### config.mk
export PLATFORM = sky130hd
export DESIGN_NAME = down_timer
export DESIGN_NICKNAME = d
export VERILOG_FILES = /design/src/rtl/down_timer.sv
export SDC_FILE = /design/constraint.sdc
export NUM_CORES = 1
export LEC_CHECK = 0
export CORE_MARGIN = 2
export CORE_UTILIZATION = 44
export DETAILED_ROUTE_END_ITERATION = 8
export PLACE_DENSITY = 0.82
export RECOVER_POWER = 100
export SLEW_MARGIN = 10
export SYNTH_ARGS = -nofsm -noshare
export SYNTH_HDL_FRONTEND = slang
export SYNTH_SLANG_ARGS = --single-unit
### constraint.sdc
create_clock -name clk -period 3.1 [get_ports clk]
set_clock_uncertainty 0.1 [all_clocks]
set_input_delay 0.31 -clock clk [delete_from_list [all_inputs] [get_ports clk]]
set_output_delay 0.31 -clock clk [all_outputs]
set_load 0.05 [all_outputs]
### src/rtl/down_timer.sv
// down_timer: loadable down-counter / timeout engine.
// Counts from a loaded value to zero, pulses tc for one cycle, then either
// stops in DONE (one-shot) or reloads and keeps running (auto-reload).
// Optional build macro DOWN_TIMER_PRESCALE_EN adds a `prescale` port and a
// PRESCALE_W-bit prescaler producing one tick every prescale+1 cycles in RUN.
module down_timer #(
  parameter int WIDTH      = 4,
  parameter int PRESCALE_W = 4
) (
  input  logic                  clk,
  input  logic                  rst,
  input  logic                  load,
  input  logic [WIDTH-1:0]      load_val,
  input  logic                  start,
  input  logic                  stop,
  input  logic                  auto_reload,
`ifdef DOWN_TIMER_PRESCALE_EN
  input  logic [PRESCALE_W-1:0] prescale,
`endif
  output logic [WIDTH-1:0]      q,
  output logic                  tc,
  output logic                  busy,
  output logic                  done
);

  typedef enum logic [1:0] {ST_IDLE, ST_RUN, ST_DONE} state_t;

  state_t           state_q, state_d;
  logic [WIDTH-1:0] q_q, q_d;
  logic [WIDTH-1:0] reload_q, reload_d;
  logic             tc_q, tc_d;
  logic             busy_q, busy_d;
  logic             done_q, done_d;
  logic             tick;

`ifdef DOWN_TIMER_PRESCALE_EN
  logic [PRESCALE_W-1:0] psc_q, psc_d;

  assign tick = (psc_q == prescale);

  // Prescaler: free-runs only while counting; any load, stop or effective
  // start restarts the divide so the first tick lands prescale+1 edges later.
  always_comb begin
    psc_d = '0;
    if (!load && !stop && state_q == ST_RUN && !tick)
      psc_d = psc_q + 1'b1;
  end

  // Prescaler register.
  always_ff @(posedge clk) begin
    if (rst) psc_q <= '0;
    else     psc_q <= psc_d;
  end
`else
  assign tick = 1'b1;
`endif

  // Next-state / datapath: priority load > stop > start > tick.
  always_comb begin
    state_d  = state_q;
    q_d      = q_q;
    reload_d = reload_q;
    tc_d     = 1'b0;
    if (load) begin
      q_d      = load_val;
      reload_d = load_val;
      state_d  = ST_IDLE;
    end else if (stop && state_q == ST_RUN) begin
      state_d = ST_IDLE;
    end else if (start && state_q != ST_RUN) begin
      // q is left alone on the start edge; the first decrement is one tick later.
      state_d = ST_RUN;
    end else if (state_q == ST_RUN && tick) begin
      if (q_q != '0) begin
        q_d = q_q - 1'b1;
      end else begin
        // Terminal event: auto_reload is only looked at here.
        tc_d = 1'b1;
        if (auto_reload) q_d = reload_q;
        else             state_d = ST_DONE;
      end
    end
    busy_d = (state_d == ST_RUN);
    done_d = (state_d == ST_DONE);
  end

  // State and registered outputs.
  always_ff @(posedge clk) begin
    if (rst) begin
      state_q  <= ST_IDLE;
      q_q      <= '0;
      reload_q <= '0;
      tc_q     <= 1'b0;
      busy_q   <= 1'b0;
      done_q   <= 1'b0;
    end else begin
      state_q  <= state_d;
      q_q      <= q_d;
      reload_q <= reload_d;
      tc_q     <= tc_d;
      busy_q   <= busy_d;
      done_q   <= done_d;
    end
  end

  assign q    = q_q;
  assign tc   = tc_q;
  assign busy = busy_q;
  assign done = done_q;

endmodule

After elaboration in Yosys (flattened, before gate mapping)
Index checks and enable logic that the tools add are counted.
{ "op_classes": {"n_addsub": 1, "n_eq_ne": 6, "n_mux": 13, "bitwise_logic": 1, "n_reduce_logical": 7} }
{ "op_table": {"columns": ["cell", "n"], "rows": [
  ["4-bit two-way mux", 6],
  ["2-bit two-way mux", 6],
  ["5-bit OR reduction", 1],
  ["2-bit by 1-bit == test with 1-bit output, second input constant", 2],
  ["2-bit inequality test, second input constant", 2],
  ["4-bit AND reduction", 1],
  ["4-bit nonzero test", 1],
  ["4-bit by 1-bit subtractor with 4-bit output, second input constant", 1],
  ["3-bit nonzero test", 1],
  ["2-bit == test, second input constant", 1],
  ["1-bit logical AND", 2],
  ["2-bit by 1-bit inequality test with 1-bit output, second input constant", 1],
  ["2-bit nonzero test", 1],
  ["1-bit two-way mux", 1],
  ["1-bit NOT", 1]
]} }
{ "word_totals": {"reg_bits": 13, "out_inout_bits": 7, "wordCells": 34} }

Depth between registers and ports, before layout
{ "logic_depth": {"ltp_word": 7, "mapped_depth": 6, "mapped_depth_nobuf": 6} }

Worst setup path before layout
OpenSTA, ideal clock, no wires.
{ "synth_timing": {"path_type": "register to register", "start": "reg q_q[1] (netlist: q[1])", "end": "reg q_q[1] (netlist: q[1])", "setup_ps": 86, "arrival_time_ps": 1911, "required_ps": 2914, "path_slack_ps": 1002, "path_stages_with_launch": 7, "path_buffers": 0, "period_less_slack_ps": 2098, "cell_sequence": "dfxtp_1 inv_1 ha_1 or4b_4 a31oi_4 a21oi_2 a221oi_2"} }
{ "synth_between": {"elab_chain_cells": 6, "elab_cells_between_ends": 9} }
{ "synth_rtl": {"columns": ["item", "line", "rtl"], "rows": [
  ["from (decl)", "29", "logic [WIDTH-1:0] q_q, q_d;"],
  ["from (signal assigned)", "98", "q_q <= q_d;"],
  ["4-bit by 1-bit subtractor with 4-bit output or 4-bit nonzero test (tied branches)", "75, 74", null],
  ["4-bit two-way mux", "74", "if (q_q != '0) begin"],
  ["4-bit two-way mux", "73", "end else if (state_q == ST_RUN && tick) begin"],
  ["4-bit two-way mux", "70", "end else if (start && state_q != ST_RUN) begin"],
  ["4-bit two-way mux", "68", "end else if (stop && state_q == ST_RUN) begin"],
  ["4-bit two-way mux", "64", "if (load) begin"]
]} }
Several ways; a longest one is shown, not always the timed one. The select of a mux whose other input is x is not followed.
A chain may end at the register's enable or synchronous reset.

Final worst setup path
{ "layout_timing": {"start": "reg q_q[0] (netlist: q[0])", "end": "reg q_q[1] (netlist: q[1])"} }
The elaborated chain is that of the path after synthesis.

==> results.json <==
{
  "status": "completed",
  "grt_max_degree": 12,
  "setup_violations": 0,
  "rows": 13,
  "synth_cell_types": 31,
  "grt_pass1_wl_mm": 2.166,
  "drcViolationCount": 0,
  "cts_tree": "built",
  "synth_top_family_by_area": "compound AO/OA/AOI/OAI gates",
  "grt_setup_unrepaired": "false",
  "async_flop_share_pct": 0,
  "synth_seq_area_share_pct": 40.70,
  "fin_ws_ns": 0.6172,
  "synth_mux_area_share_pct": 6.262,
  "hold_slack_ns": 0.3926,
  "ys_warn_count": 0,
  "syn_area_um2": 639.4,
  "antenna_found_initial": 0,
  "dr.pass1.iters": 4,
  "p_leak_nw": 0.3272,
  "grt_use_total_pct": 15.69,
  "cts_num_sinks": 13,
  "root_buffer": "clkbuf_4",
  "worstPathArrival_ns": 2.57,
  "seq_area_um2": 260.3,
  "final_nets": 99,
  "synthAdderAreaFrac_pct": 1.957,
  "diodes": 0,
  "slew_headroom_pct": 46.50,
  "ioPinCount": 17,
  "maxSlewViolCount": 0,
  "synth_compound_area_share_pct": 24.46,
  "dpl.hpwl_mm": 1.008,
  "first_iter_violations": 12,
  "initial_core_util_pct": 47.94,
  "drive_gt1_share_pct": 9.195,
  "wl_mm": 1.336,
  "avgSynthCellArea_um2": 9.266,
  "crit_path_max_fanout": 8,
  "min_path_type": "flip-flop to flip-flop",
  "clk_latency_ns": 0.28,
  "synth_edf_count": 0,
  "yosys.area_share.simple_pct": 21.72,
  "worst_pin_slew_ns": 0.7988,
  "synth_xor_area_share_pct": 0,
  "final_area_um2": 804.5,
  "cap_viol_max_count": 0,
  "total_power_uw": 391.6,
  "ys_ff_latch": 13,
  "syn_nets": 80,
  "die_x_um": 42.12,
  "required_ns": 3.19,
  "postCtsResizedCells": 0,
  "core_um2": 1334,
  "setup_tns_ns": 0,
  "ir_drop_mv": 0.2717,
  "ctsHoldBuffers": 0,
  "htree_levels": 1,
  "clkTransAtPathRegs_ns": 0.09,
  "cts.path.max_buffers": 2,
  "numCtsBuffers": 3,
  "finalCriticalPeriod_ns": 2.483,
  "vias": 555,
  "grt_pass1_vias": 533,
  "syn_inst": 69,
  "ant_nets": 0,
  "finalHoldViolCount": 0,
  "multi_input_area_um2": 316.6,
  "dpl_cell_area_um2": 809.5,
  "startpoint_type": "flip-flop",
  "via_per_inst": 5.441,
  "endpoint_kind": "flip-flop",
  "place_congestion": 0.7836,
  "areaGrowthSynthToFinish_pct": 25.83,
  "worst-setup-path-type": "flip-flop to flip-flop",
  "wl_per_cell_um": 13.10,
  "fp.dieH_um": 42.12,
  "overflow": 0,
  "fmax_mhz": 402.8,
  "dp_worst_setup_slack_ns": 1.009,
  "power.density_nw_per_um2": 486.8,
  "ys.flop_type": "dfxtp_1",
  "n_fill_cell": 130,
  "die-area_um2": 1774,
  "post-cts-setup-buffers": 0,
  "min_period_over_period_pct": 80.09,
  "io_buffers": 16
}
kinds of logic after synthesis:
kind of cell	Yosys count
buffers and inverters	8
AND/OR/NAND/NOR	26
flip-flops	13
adder cells (fa/ha/maj)	1
AO/OA/AOI/OAI	17
multiplexers	4
metrics by stage:
step	std cells	utilization, %
5_1_grt	102	60.32
2_1_floorplan	69	-
6_report	102	60.32
3_5_place_dp	98	60.69
4_1_cts	102	62.66
3_3_place_gp	98	60.69
cell usage after synthesis (2+ instances only):
library cell	instances	share of area, %
inv_1	6	3.5
nand2_1	2	1.2
nand3b_1	2	2.3
dfxtp_1	13	41
a221oi_2	2	4.7
nor2_1	12	7.0
nand2b_1	2	2.0
mux2i_1	4	6.3
a21oi_1	3	2.3
a21oi_2	2	2.7
final timing paths:
kind                                       startpoint                     to  slack [ns]  cells past startpoint
worst min register to register  state_q[0]$_SDFF_PP0_  state_q[0]$_SDFF_PP0_        0.39                      2
worst max-delay path                q[0]$_SDFFE_PP0P_      q[1]$_SDFFE_PP0P_        0.62                      6
worst min-delay path            state_q[0]$_SDFF_PP0_  state_q[0]$_SDFF_PP0_        0.39                      2
worst max register to register      q[0]$_SDFFE_PP0P_      q[1]$_SDFFE_PP0P_        0.62                      6
report_power, final:
| group | internal (mW) | leakage, nW | switching, mW |
|---|---|---|---|
| logic | 0.0416 | 0.205 | 0.0566 |
| clock network | 0.0498 | 0.0150 | 0.0581 |
| registers | 0.177 | 0.107 | 0.00891 |
cell usage in the layout, fill, tap and decap left out, drive strengths merged, types with 2 or more instances in the layout:
cell type | synthesis | final
dlygate4sd3 | 0 | 8
clkbuf | 0 | 4
clkdlybuf4s50 | 0 | 8
a31oi | 2 | 2
inv | 6 | 6
nand2 | 2 | 2
a21oi | 5 | 5
nand3b | 2 | 2
nand2b | 2 | 2
nor2 | 12 | 12
mux2i | 4 | 4
dfxtp | 13 | 13
a221oi | 2 | 2
registers in the layout, indices dropped and copies added (netlist names):
| signal | count |
|---|---|
| busy | 1 |
| done | 1 |
| q | 4 |
| reload_q | 4 |
| state_q | 2 |
| tc | 1 |
routing by layer:
metal	track usage, %	vias to the layer above	share of wire (%)
met4	5.625	0	0
met5	0	-	0
met2	27.50	10	49
met1	18.42	264	47
met3	3.879	0	3.4
li1	-	281	-
area by class of cell:
cell class	instances	area share [%]
repair buffers	16	19.91
flip-flops and latches	13	32.35
inverters	6	2.799
clock buffers	4	3.266
multi-input cells	48	39.35
well taps	15	2.333
worst max-delay path: stages, from the launching register on:
cell,delay (ns)
dfxtp_1,0.36
inv_1,0.09
ha_1,0.25
or4b_2,0.60
a31oi_1,0.64
a21oi_2,0.05
a221oi_1,0.30
(Power assumes the default switching activity.)
